==> src/rtl/usart_pkg.sv <==
// Shared USART definitions: FSM state encoding, timing constants and the bit-period clamp.
package usart_pkg;

  localparam int MIN_CLOCKS_PER_BIT = 4;
  localparam int COUNTER_WIDTH      = 12;

  typedef enum logic [2:0] {
    IDLE,
    START,
    DATA,
    PARITY,
    STOP,
    BREAK
  } usart_state_e;

  function automatic logic [COUNTER_WIDTH-1:0] clamp_cpb(input logic [COUNTER_WIDTH-1:0] cpb);
    return (cpb < COUNTER_WIDTH'(MIN_CLOCKS_PER_BIT)) ? COUNTER_WIDTH'(MIN_CLOCKS_PER_BIT) : cpb;
  endfunction

endpackage

==> src/rtl/usart_rx_sync.sv <==
// rx_pin synchronizer: SYNC_STAGES flops reset to idle-high, plus a registered
// falling-edge flag that is high in exactly the first cycle rx_s reads low.
module usart_rx_sync #(
  parameter int SYNC_STAGES = 2
) (
  input  logic serial_clock,
  input  logic reset_n,
  input  logic rx_pin,
  output logic rx_s,
  output logic rx_fall
);

  logic [SYNC_STAGES-1:0] sync_q, sync_d;
  logic                   fall_q, fall_d;

  // The edge is detected one stage early so the flag lines up with rx_s.
  always_comb begin
    sync_d = {sync_q[SYNC_STAGES-2:0], rx_pin};
    fall_d = sync_q[SYNC_STAGES-1] & ~sync_q[SYNC_STAGES-2];
  end

  always_ff @(posedge serial_clock or negedge reset_n) begin
    if (!reset_n) begin
      sync_q <= '1;
      fall_q <= 1'b0;
    end else begin
      sync_q <= sync_d;
      fall_q <= fall_d;
    end
  end

  assign rx_s    = sync_q[SYNC_STAGES-1];
  assign rx_fall = fall_q;

endmodule

==> src/rtl/usart_rx_deframer.sv <==
// USART receive deframer: 8N1 (8E1 when USART_RX_PARITY_EN is defined) into a valid/ready byte stream.
// state  | meaning
// IDLE   | line idle, bit period latched, waiting for a falling edge
// START  | timing to mid start bit, rejecting glitches
// DATA   | sampling data bits LSB first every bit period
// PARITY | sampling the even-parity bit
// STOP   | sampling the stop bit, committing or flagging the character
// BREAK  | stop bit was low, waiting for the line to return high
module usart_rx_deframer
  import usart_pkg::*;
#(
  parameter int DATA_BITS   = 8,
  parameter int SYNC_STAGES = 2
) (
  input  logic                 serial_clock,
  input  logic                 reset_n,
  input  logic [11:0]          clocks_per_bit,
  input  logic                 rx_pin,
  output logic                 rts_pin,
  output logic [DATA_BITS-1:0] out_data,
  output logic                 out_valid,
  input  logic                 out_ready,
  output logic                 frame_error,
  output logic                 overrun,
  output logic                 parity_error
);

  localparam int IDX_W = (DATA_BITS > 1) ? $clog2(DATA_BITS) : 1;
  localparam logic [IDX_W-1:0] LAST_IDX = IDX_W'(DATA_BITS - 1);

  typedef logic [COUNTER_WIDTH-1:0] cnt_t;

  logic                 rx_s, rx_fall;
  usart_state_e         state_q, state_d;
  cnt_t                 cnt_q, cnt_d, cpb_q, cpb_d;
  logic [IDX_W-1:0]     idx_q, idx_d;
  logic [DATA_BITS-1:0] shift_q, shift_d, data_q, data_d;
  logic                 valid_q, valid_d, par_bad_q, par_bad_d;
  logic                 ferr_q, ferr_d, ovr_q, ovr_d;
  logic                 bit_done, half_done, commit;
`ifdef USART_RX_PARITY_EN
  logic                 perr_q, perr_d;
`endif

  usart_rx_sync #(.SYNC_STAGES(SYNC_STAGES)) u_sync (
    .serial_clock(serial_clock),
    .reset_n     (reset_n),
    .rx_pin      (rx_pin),
    .rx_s        (rx_s),
    .rx_fall     (rx_fall)
  );

  assign bit_done  = (cnt_q == cpb_q - cnt_t'(1));
  assign half_done = (cnt_q == (cpb_q >> 1) - cnt_t'(1));

  always_comb begin
    state_d   = state_q;
    cnt_d     = cnt_q + cnt_t'(1);
    cpb_d     = cpb_q;
    idx_d     = idx_q;
    shift_d   = shift_q;
    par_bad_d = par_bad_q;
    ferr_d    = 1'b0;
    ovr_d     = 1'b0;
    commit    = 1'b0;
`ifdef USART_RX_PARITY_EN
    perr_d    = 1'b0;
`endif
    case (state_q)
      // IDLE is only ever entered with the line high, so the edge flag marks a start.
      IDLE: begin
        cpb_d     = clamp_cpb(clocks_per_bit);
        cnt_d     = '0;
        par_bad_d = 1'b0;
        if (rx_fall) state_d = START;
      end
      START: if (half_done) begin
        cnt_d   = '0;
        idx_d   = '0;
        state_d = rx_s ? IDLE : DATA;
      end
      DATA: if (bit_done) begin
        cnt_d          = '0;
        shift_d[idx_q] = rx_s;
        idx_d          = idx_q + 1'b1;
        if (idx_q == LAST_IDX) begin
`ifdef USART_RX_PARITY_EN
          state_d = PARITY;
`else
          state_d = STOP;
`endif
        end
      end
`ifdef USART_RX_PARITY_EN
      PARITY: if (bit_done) begin
        cnt_d   = '0;
        state_d = STOP;
        if (rx_s != ^shift_q) begin
          par_bad_d = 1'b1;
          perr_d    = 1'b1;
        end
      end
`endif
      STOP: if (bit_done) begin
        cnt_d = '0;
        if (rx_s) begin
          commit  = !par_bad_q;
          state_d = IDLE;
        end else begin
          ferr_d  = !par_bad_q;
          state_d = BREAK;
        end
      end
      BREAK: begin
        cnt_d = '0;
        if (rx_s) state_d = IDLE;
      end
      default: state_d = IDLE;
    endcase

    data_d  = data_q;
    valid_d = valid_q;
    if (valid_q && out_ready) valid_d = 1'b0;
    if (commit) begin
      if (!valid_q || out_ready) begin
        data_d  = shift_q;
        valid_d = 1'b1;
      end else begin
        ovr_d = 1'b1;
      end
    end
  end

  always_ff @(posedge serial_clock or negedge reset_n) begin
    if (!reset_n) begin
      state_q   <= IDLE;
      cnt_q     <= '0;
      cpb_q     <= cnt_t'(MIN_CLOCKS_PER_BIT);
      idx_q     <= '0;
      shift_q   <= '0;
      data_q    <= '0;
      valid_q   <= 1'b0;
      par_bad_q <= 1'b0;
      ferr_q    <= 1'b0;
      ovr_q     <= 1'b0;
    end else begin
      state_q   <= state_d;
      cnt_q     <= cnt_d;
      cpb_q     <= cpb_d;
      idx_q     <= idx_d;
      shift_q   <= shift_d;
      data_q    <= data_d;
      valid_q   <= valid_d;
      par_bad_q <= par_bad_d;
      ferr_q    <= ferr_d;
      ovr_q     <= ovr_d;
    end
  end

`ifdef USART_RX_PARITY_EN
  always_ff @(posedge serial_clock or negedge reset_n) begin
    if (!reset_n) perr_q <= 1'b0;
    else          perr_q <= perr_d;
  end
  assign parity_error = perr_q;
`else
  assign parity_error = 1'b0;
`endif

  assign out_data    = data_q;
  assign out_valid   = valid_q;
  assign rts_pin     = valid_q;
  assign frame_error = ferr_q;
  assign overrun     = ovr_q;

endmodule

==> config.mk <==
export PLATFORM = sky130hd
export DESIGN_NAME = usart_rx_deframer
export DESIGN_NICKNAME = d
export VERILOG_FILES = /design/src/rtl/usart_pkg.sv /design/src/rtl/usart_rx_sync.sv /design/src/rtl/usart_rx_deframer.sv
export SDC_FILE = /design/constraint.sdc
export NUM_CORES = 1
export LEC_CHECK = 0
export CORE_UTILIZATION = 50
export CTS_CLUSTER_DIAMETER = 40
export DETAILED_ROUTE_END_ITERATION = 6
export GPL_TIMING_DRIVEN = 0
export PLACE_DENSITY = 0.78
export SLEW_MARGIN = 0
export SYNTH_ARGS = -nofsm -noshare
export SYNTH_HDL_FRONTEND = slang
export SYNTH_HIERARCHICAL = 1
export SYNTH_SLANG_ARGS = --single-unit
export TNS_END_PERCENT = 30
==> constraint.sdc <==
create_clock -name serial_clock -period 8.8 [get_ports serial_clock]
set_input_delay 2.2 -clock serial_clock [delete_from_list [all_inputs] [get_ports serial_clock]]
set_output_delay 2.2 -clock serial_clock [all_outputs]
set_load 0.01 [all_outputs]
Word level (Yosys, flattened, before mapping)
Cells that the tools add are included.

word-level totals
  input bits = 16
  output and inout bits = 13
  word-level logic and storage cells = 75
  flip-flop bits (word level) = 52

cells by class
  magnitude comparators = 3
  $add $sub $neg = 4
  reduce and logical (&&, ||, !) cells = 12
  mux-type cells = 30
  eq/ne operators = 13
  bitwise gates (word level) = 2

operators with widths
  cell                   count
  $mux 12                3
  $pmux 12 s3            1
  $mux 3                 9
  $eq 12x12->1           2
  $pmux 3 s5             1
  $add 12x1->12 const B  1
  $lt 12x3->1 const B    1
  $mux 1                 12
  $sub 11x1->12 const B  1
  $sub 12x1->12 const B  1
  $eq 3x3->1 const B     3
  $bwmux 8               1
  $ne 2x2->1 const B     4
  $pmux 3 s2             1
  $reduce_and 6->1       1
  $lt 3x4->1 const B     1
  $ne 2x1->1 const B     2
  $reduce_and 2->1       2
  $reduce_or 2->1        2
  $add 3x1->3 const B    1
  $demux 1 s3            1
  $eq 3x1->1 const B     1
  $eq 3x2->1 const B     1
  $ge 3x1->1 const B     1
  9 further kinds        10

Depth between registers and ports, before layout
Gate-level depths: netlist (run 1).

  depth after elaboration = 5
  depth in mapped cells = 11
  depth with buffers taken out = 9

Hierarchy
The synthesis (run 1) kept the hierarchy.

modules (own cells, without submodules)
  module             area an instance (um^2)  cells an instance  sequential area each (um^2)  times used
  usart_rx_deframer  3,017.9                  321                1,227.4                      1
  usart_rx_sync      91.3                     4                  77.6                         1

Least setup slack after synthesis (run 1)
No wires, ideal clock.

  path type = in2reg
  from = in out_ready
  to = reg data_q[0] (netlist: out_data[0])
  arrival = 3.090 ns
  setup slack = 5.585 ns
  buffers on the path = 0
  setup time = 0.125 ns
  cell stages on the path = 3
  data required time = 8.675 ns
  cell sequence = nand2b_1 > nor4b_4 > mux2_2

between the ends
  longest elaborated chain between the ends = 2

RTL lines
  element                            RTL line                  source
  start, declared                    usart_rx_deframer.sv:22   input logic out_ready,
  $logic_or 1x1->1                   usart_rx_deframer.sv:125  if (!valid_q || out_ready) begin
  $reduce_and 2->1 (no source line)  n/a
  end signal, assigned               usart_rx_deframer.sv:152  data_q <= data_d;
  end, declared                      usart_rx_deframer.sv:37   logic [DATA_BITS-1:0] shift_q, shift_d, data_q, data_d;

Every way passes these cells.
A chain may end at the register's enable or synchronous reset.

Worst setup path after layout (run 1)
  from = reg valid_q (netlist: out_valid)
  to = out rts_pin

RTL lines
  element                 RTL line                  source
  start, declared         usart_rx_deframer.sv:38   logic valid_q, valid_d, par_bad_q, par_bad_d;
  start signal, assigned  usart_rx_deframer.sv:153  valid_q <= valid_d;
  end, declared           usart_rx_deframer.sv:19   output logic rts_pin,

No word-level cell between the ends.

==> flow_metrics.env, run 1 <==
export IMPL_yosys_most_used_dff="dfrtp_1"
export IMPL_critPathLaunch="out_valid"
export IMPL_period_share=0.4023
export IMPL_ys_top_cells_by_area="dfrtp_1 39%, xnor2_1 6.2%, mux2_2 5.8%"
export IMPL_relSlewSlack=0.6141
export IMPL_p_total_uw=469.3
export IMPL_synthTopCellsByCount="49 x dfrtp_1, 45 x nand2_1, 25 x nor2_1"
export IMPL_fin_cells=436
export IMPL_yosysUniqueCellTypes=53
export IMPL_wirelength_um=6013
export IMPL_end_kind="output port"
export IMPL_postSynthAreaPerCell_um2=9.567
export IMPL_groute_usage_overall=0.2028
export IMPL_path_cells="buf_4, clkdlybuf4s50_1"
export IMPL_drv_cap=0
export IMPL_fin_skew_ps=11.61
export IMPL_synth_area_um2=3109
export IMPL_critical_path_class="flip-flop to output port"
export IMPL_postCtsHoldBufs=0
export IMPL_slew_viol_final=0
export IMPL_synth_most_common_cell="dfrtp_1"
export IMPL_routedWlPerCell_um=13.79
export IMPL_crit_family="buffers and inverters"
export IMPL_grt_max_degree=30
export IMPL_crit_path_end="rts_pin"
export IMPL_dr_total_vias=2381
export IMPL_worstRegToRegCells=9
export IMPL_first_pass_iters=4
export IMPL_viasPerCell=5.461
export IMPL_clk_pin_slew_ps=100
export IMPL_worst_slew_pin_slew_ps=576.4
export IMPL_diodes=0
export IMPL_postRouteAntennaNets=0
export IMPL_core_area_um2=5956
export IMPL_drt_iter0_drc=117
export IMPL_yosysTopAreaCell="dfrtp_1"
export IMPL_port_buffers=27
export IMPL_remaining_drc_errors=0
export IMPL_finalHoldViolCount=0
export IMPL_tns_ps=0
export IMPL_drive_gt1_frac=0.1302
export IMPL_worst_endpoint_arrival_ps=1340
export IMPL_min_period_ps=3540
export IMPL_synth_edf_count=0
export IMPL_yosys_area_top_type_share=0.3944
export IMPL_grt_overflow=0
export IMPL_gp_congestion=0.8831
export IMPL_cts_sink_count=52
export IMPL_p_leak_nw=1.540
export IMPL_cts_tree="built"
export IMPL_p_per_area_nw_per_um2=131.0
export IMPL_synth_seq_cells=52
export IMPL_ys_seq_area_frac=0.4197
export IMPL_min_delay_path_class="flip-flop to flip-flop"
export IMPL_critPathSlowestCell="clkdlybuf4s50_1"
export IMPL_clock_path_buffers=2
export IMPL_initial_utilization=0.5221
export IMPL_chipHeight_um=80.86
export IMPL_cp_max_fo=3
export IMPL_startpoint_type="flip-flop"
export IMPL_ir_drop_mv=0.08728
export IMPL_rsz0062_at_grt="no"
export IMPL_cts_buffers_inserted=5
export IMPL_cp_depth=2
export IMPL_antenna_found_initial=0
export IMPL_reg2reg_slack_ps=5370
export IMPL_synth_nets=346
export IMPL_timing_rr_end="out_data[0]"
export IMPL_clock_fmax_ghz=0.2825
export IMPL_syn_inst=325
export IMPL_syn_to_final_growth_pct=15.21
export IMPL_async_reset_ff_frac=1.000
export IMPL_cp_required_ps=6600
export IMPL_cts_root_buf="clkbuf_8"
export IMPL_first_global_vias=2196
export IMPL_status="finished clean"
export IMPL_setup_viol=0
export IMPL_cts_max_level=2
export IMPL_io_pins=29
export IMPL_insertion_delay_ps=310
export IMPL_r2r_start="cpb_q[1]"
export IMPL_critPathBufInv=2
export IMPL_die_w_um=80.86
export IMPL_cts_resized=0
export IMPL_dp_hpwl_um=4603
export IMPL_max_stage_delay_ps=520
export IMPL_postCtsSetupBuffers=0
export IMPL_grt_pass1_wl_um=10120
export IMPL_dieArea_um2=6538
export IMPL_yosysWarnings=6
export IMPL_dp_cells=428
export IMPL_row_count=28
export IMPL_finalNetCount=381
power breakdown:
group / internal [mW] / switching, mW / total (mW)
clock: 0.0581 / 0.0840 / 0.142
combinational: 0.0341 / 0.0414 / 0.0756
sequential: 0.246 / 0.00576 / 0.252
total: 0.338 / 0.131 / 0.469
worst min-delay path by stage:
stage,from,endpoint,cells past startpoint
final,u_sync/sync_q[0],u_sync/sync_q[1],0
after detailed placement,u_sync/sync_q[0],u_sync/sync_q[1],0
after CTS,u_sync/sync_q[0],u_sync/sync_q[1],0
after global placement,u_sync/sync_q[0],u_sync/sync_q[1],0
after global routing,u_sync/sync_q[0],u_sync/sync_q[1],0
after floorplan,u_sync/sync_q[0],u_sync/sync_q[1],0
logic make-up after synthesis:
group / synth area share
AO/OA/AOI/OAI: 0.08209
XOR/XNOR: 0.1219
adder cells (fa/ha/maj): 0.02012
buffers and inverters: 0.04829
flip-flops: 0.4197
multiplexers: 0.05795
other: 0.001206
AND/OR/NAND/NOR: 0.2487
flip-flops by register name (all words and copies together), names as in the netlist:
signal / flops
cnt_q: 12
cpb_q: 12
out_data: 8
shift_q: 8
idx_q: 3
state_q: 3
u_sync/sync_q: 2
frame_error: 1
out_valid: 1
overrun: 1
u_sync/rx_fall: 1
through the flow:
stage | util | setup WS, ps | area [um2] | hold slack (ps)
6_report | 0.6015 | 5260 | 3582 | 388.2
5_1_grt | 0.6015 | 5149 | 3582 | 395.5
4_1_cts | 0.6015 | 5246 | 3582 | 390.5
3_5_place_dp | 0.5857 | 4941 | 3488 | 375.3
3_3_place_gp | 0.5832 | 4031 | 3473 | 374.2
2_1_floorplan | - | 5585 | 3109 | 372.0
layout make-up:
class                           count  area (um2)
Clock inverter                      3       25.02
Buffer                             24       123.9
Fill cell                         532        2374
Inverter                            7       26.28
Multi-Input combinational cell    242        1654
Tap cell                           75       93.84
Timing Repair Buffer               28       285.3
Clock buffer                        5       68.82
Sequential cell                    52        1305
cells in the final DEF, fill, tap and decap left out, types with 5 or more instances in the layout:
master           synthesis  final
nor3_1                  10     10
mux2_2                  16     16
o31ai_1                  5      5
dfrtp_1                 49     49
clkbuf_1                13     13
xnor2_1                 22     22
ha_1                     5      5
xor2_1                  16     16
nor2_1                  25     25
nand2b_1                 8      8
inv_1                    7      7
clkbuf_8                 0      5
clkdlybuf4s50_1          0     26
nor2b_1                  6      6
nor4_1                  10     10
nand3_1                  9      9
and3_1                   7      7
nand2_1                 45     45
layer usage:
metal,vias to the layer above,track usage,wire (um)
li1,1189,-,-
met1,1132,0.2841,2928
met2,49,0.3025,2724
met3,11,0.05056,241
met4,0,0.07500,119
met5,-,0,0
Power figures use the tool's default switching activity.
==> inputs of run 2 (changes only) <==
==> constraint.sdc (replaced) <==
create_clock -name serial_clock -period 3.5 [get_ports serial_clock]
set_input_delay 0.875 -clock serial_clock [delete_from_list [all_inputs] [get_ports serial_clock]]
set_output_delay 0.875 -clock serial_clock [all_outputs]
set_load 0.01 [all_outputs]
==> flow_metrics.env, run 2 (synthesis gave the netlist of run 1 again) <==
export IMPL_final_common_cell="dfrtp_1"
export IMPL_postCtsHoldBufs=0
export IMPL_dr_total_vias=2391
export IMPL_syn_to_final_growth_pct=15.90
export IMPL_finalHoldViolCount=0
export IMPL_relSlewSlack=0.6197
export IMPL_switchingPower_uw=333.2
export IMPL_startpoint_type="flip-flop"
export IMPL_p_leak_nw=1.552
export IMPL_ir_drop_mv=0.2129
export IMPL_setup_viol=0
export IMPL_combPwrFrac=0.162
export IMPL_first_pass_iters=4
export IMPL_grt_pass1_wl_um=10120
export IMPL_end_kind="flip-flop"
export IMPL_tns_ps=0
export IMPL_multi_input_area_um2=1667
export IMPL_postRouteAntennaNets=0
export IMPL_chipHeight_um=80.86
export IMPL_worst_slew_pin_slew_ps=570.4
export IMPL_wirelength_um=6058
export IMPL_core_area_um2=5956
export IMPL_grt_max_degree=30
export IMPL_insertion_delay_ps=320
export IMPL_row_count=28
export IMPL_diodes=0
export IMPL_clkPwrFrac=0.303
export IMPL_status="finished clean"
export IMPL_dp_hpwl_um=4603
export IMPL_switching_share=0.2814
export IMPL_cp_max_fo=10
export IMPL_antenna_found_initial=0
export IMPL_viasPerCell=5.471
export IMPL_dieArea_um2=6538
export IMPL_fin_hold_ws_ps=388.1
export IMPL_drt_iter0_drc=130
export IMPL_critical_path_class="flip-flop to flip-flop"
export IMPL_io_pins=29
export IMPL_drive_gt1_frac=0.1381
export IMPL_cp_required_ps=3710
export IMPL_groute_usage_overall=0.2028
export IMPL_postLayoutCoreUtil=0.6050
export IMPL_p_seq_frac=0.535
export IMPL_rsz0062_at_grt="no"
export IMPL_cts_max_level=2
export IMPL_finalNetCount=382
export IMPL_fin_skew_ps=11.54
export IMPL_cts_root_buf="clkbuf_8"
export IMPL_routedWlPerCell_um=13.86
export IMPL_clock_fmax_ghz=0.3010
export IMPL_layout_common_cells="49 x dfrtp_1, 45 x nand2_1, 26 x clkdlybuf4s50_1"
export IMPL_cts_sink_count=52
export IMPL_first_global_vias=2196
export IMPL_drv_cap=0
export IMPL_clk_pin_slew_ps=100
export IMPL_port_buffers=27
export IMPL_layout_area_seq_um2=1305
export IMPL_p_per_area_nw_per_um2=328.6
export IMPL_remaining_drc_errors=0
export IMPL_die_w_um=80.86
export IMPL_cts_buffers_inserted=5
export IMPL_worst_endpoint_arrival_ps=3530
export IMPL_min_delay_path_class="flip-flop to flip-flop"
export IMPL_min_period_ps=3322
export IMPL_grt_overflow=0
export IMPL_period_share=0.9492
export IMPL_fillers=529
export IMPL_slew_viol_final=0
export IMPL_gp_congestion=0.8831
export IMPL_p_int_uw=850.8
export IMPL_top_regs="cnt_q (12), cpb_q (12)"
export IMPL_initial_utilization=0.5221
export IMPL_clock_path_buffers=2
export IMPL_cts_tree="built"
==> run 2: cell count changes in the layout (fill, tap and decap cells not counted) <==
cell	previous run	this run
nor4_1	10	9
clkbuf_2	3	4
nor3b_4	0	1
nor4_2	1	2
clkbuf_1	13	12
nor3b_2	1	0
buf_4	3	4
==> run 2: per-layer routing <==
metal	vias up	GRT usage	routed length [um]
met5	-	0	0
met4	0	0.07500	132
met3	12	0.05056	221
met2	49	0.3025	2703
met1	1139	0.2841	3000
li1	1191	-	-
==> run 2: path summary, 6_finish.rpt <==
check / start / end / slack, ps / cells past startpoint
max: cpb_q[1] / shift_q[4] / 180 / 10
min in group asynchronous: reset_n / state_q[2] / 540 / 1
min: u_sync/sync_q[0] / u_sync/sync_q[1] / 390 / 0
max in group asynchronous: reset_n / u_sync/sync_q[0] / 2340 / 2
min reg2reg: u_sync/sync_q[0] / u_sync/sync_q[1] / 390 / 0
max reg2reg: cpb_q[1] / shift_q[4] / 180 / 10
==> run 2: final cells by class <==
class                           count  area share
Buffer                             24     0.03472
Clock buffer                        5     0.01910
Clock inverter                      3    0.006944
Inverter                            7    0.007292
Multi-Input combinational cell    242      0.4625
Sequential cell                    52      0.3622
Tap cell                           75     0.02604
Timing Repair Buffer               29     0.08125
==> run 2: power groups by stage <==
stage	clock [mW]	sequential [mW]	combinational (mW)
after CTS	0.365	0.632	0.191
final	0.359	0.633	0.192
after floorplan	0	0.640	0.132
after global routing	0.387	0.635	0.214
after detailed placement	0	0.644	0.190
after global placement	0	0.644	0.183
==> run 2: stage by stage <==
stage / instance area, um2 / total power [mW] / instances / setup slack [ps]
4_1_cts: 3582 / 1.188 / 436 / 77.09
3_5_place_dp: 3488 / 0.8345 / 428 / 83.00
3_3_place_gp: 3473 / 0.8270 / 427 / 55.54
6_report: 3603 / 1.184 / 437 / 177.7
2_1_floorplan: 3109 / 0.7723 / 325 / 440.1
5_1_grt: 3603 / 1.237 / 437 / 35.68
==> run 2: timing repair <==
action                                  4_1_cts  5_1_grt
resized for setup                             0        4
setup buffers                                 0        1
endpoints found under the setup margin        0       12
==> run 2: critical path: stages, from the launching register on <==
cell      delay, ps
dfrtp_1         440
inv_1           120
ha_1            270
nor3b_4         300
a31oi_1         120
or3b_1          390
or4b_1          500
buf_2           180
clkbuf_2        210
nor3_1          320
mux2_2          370
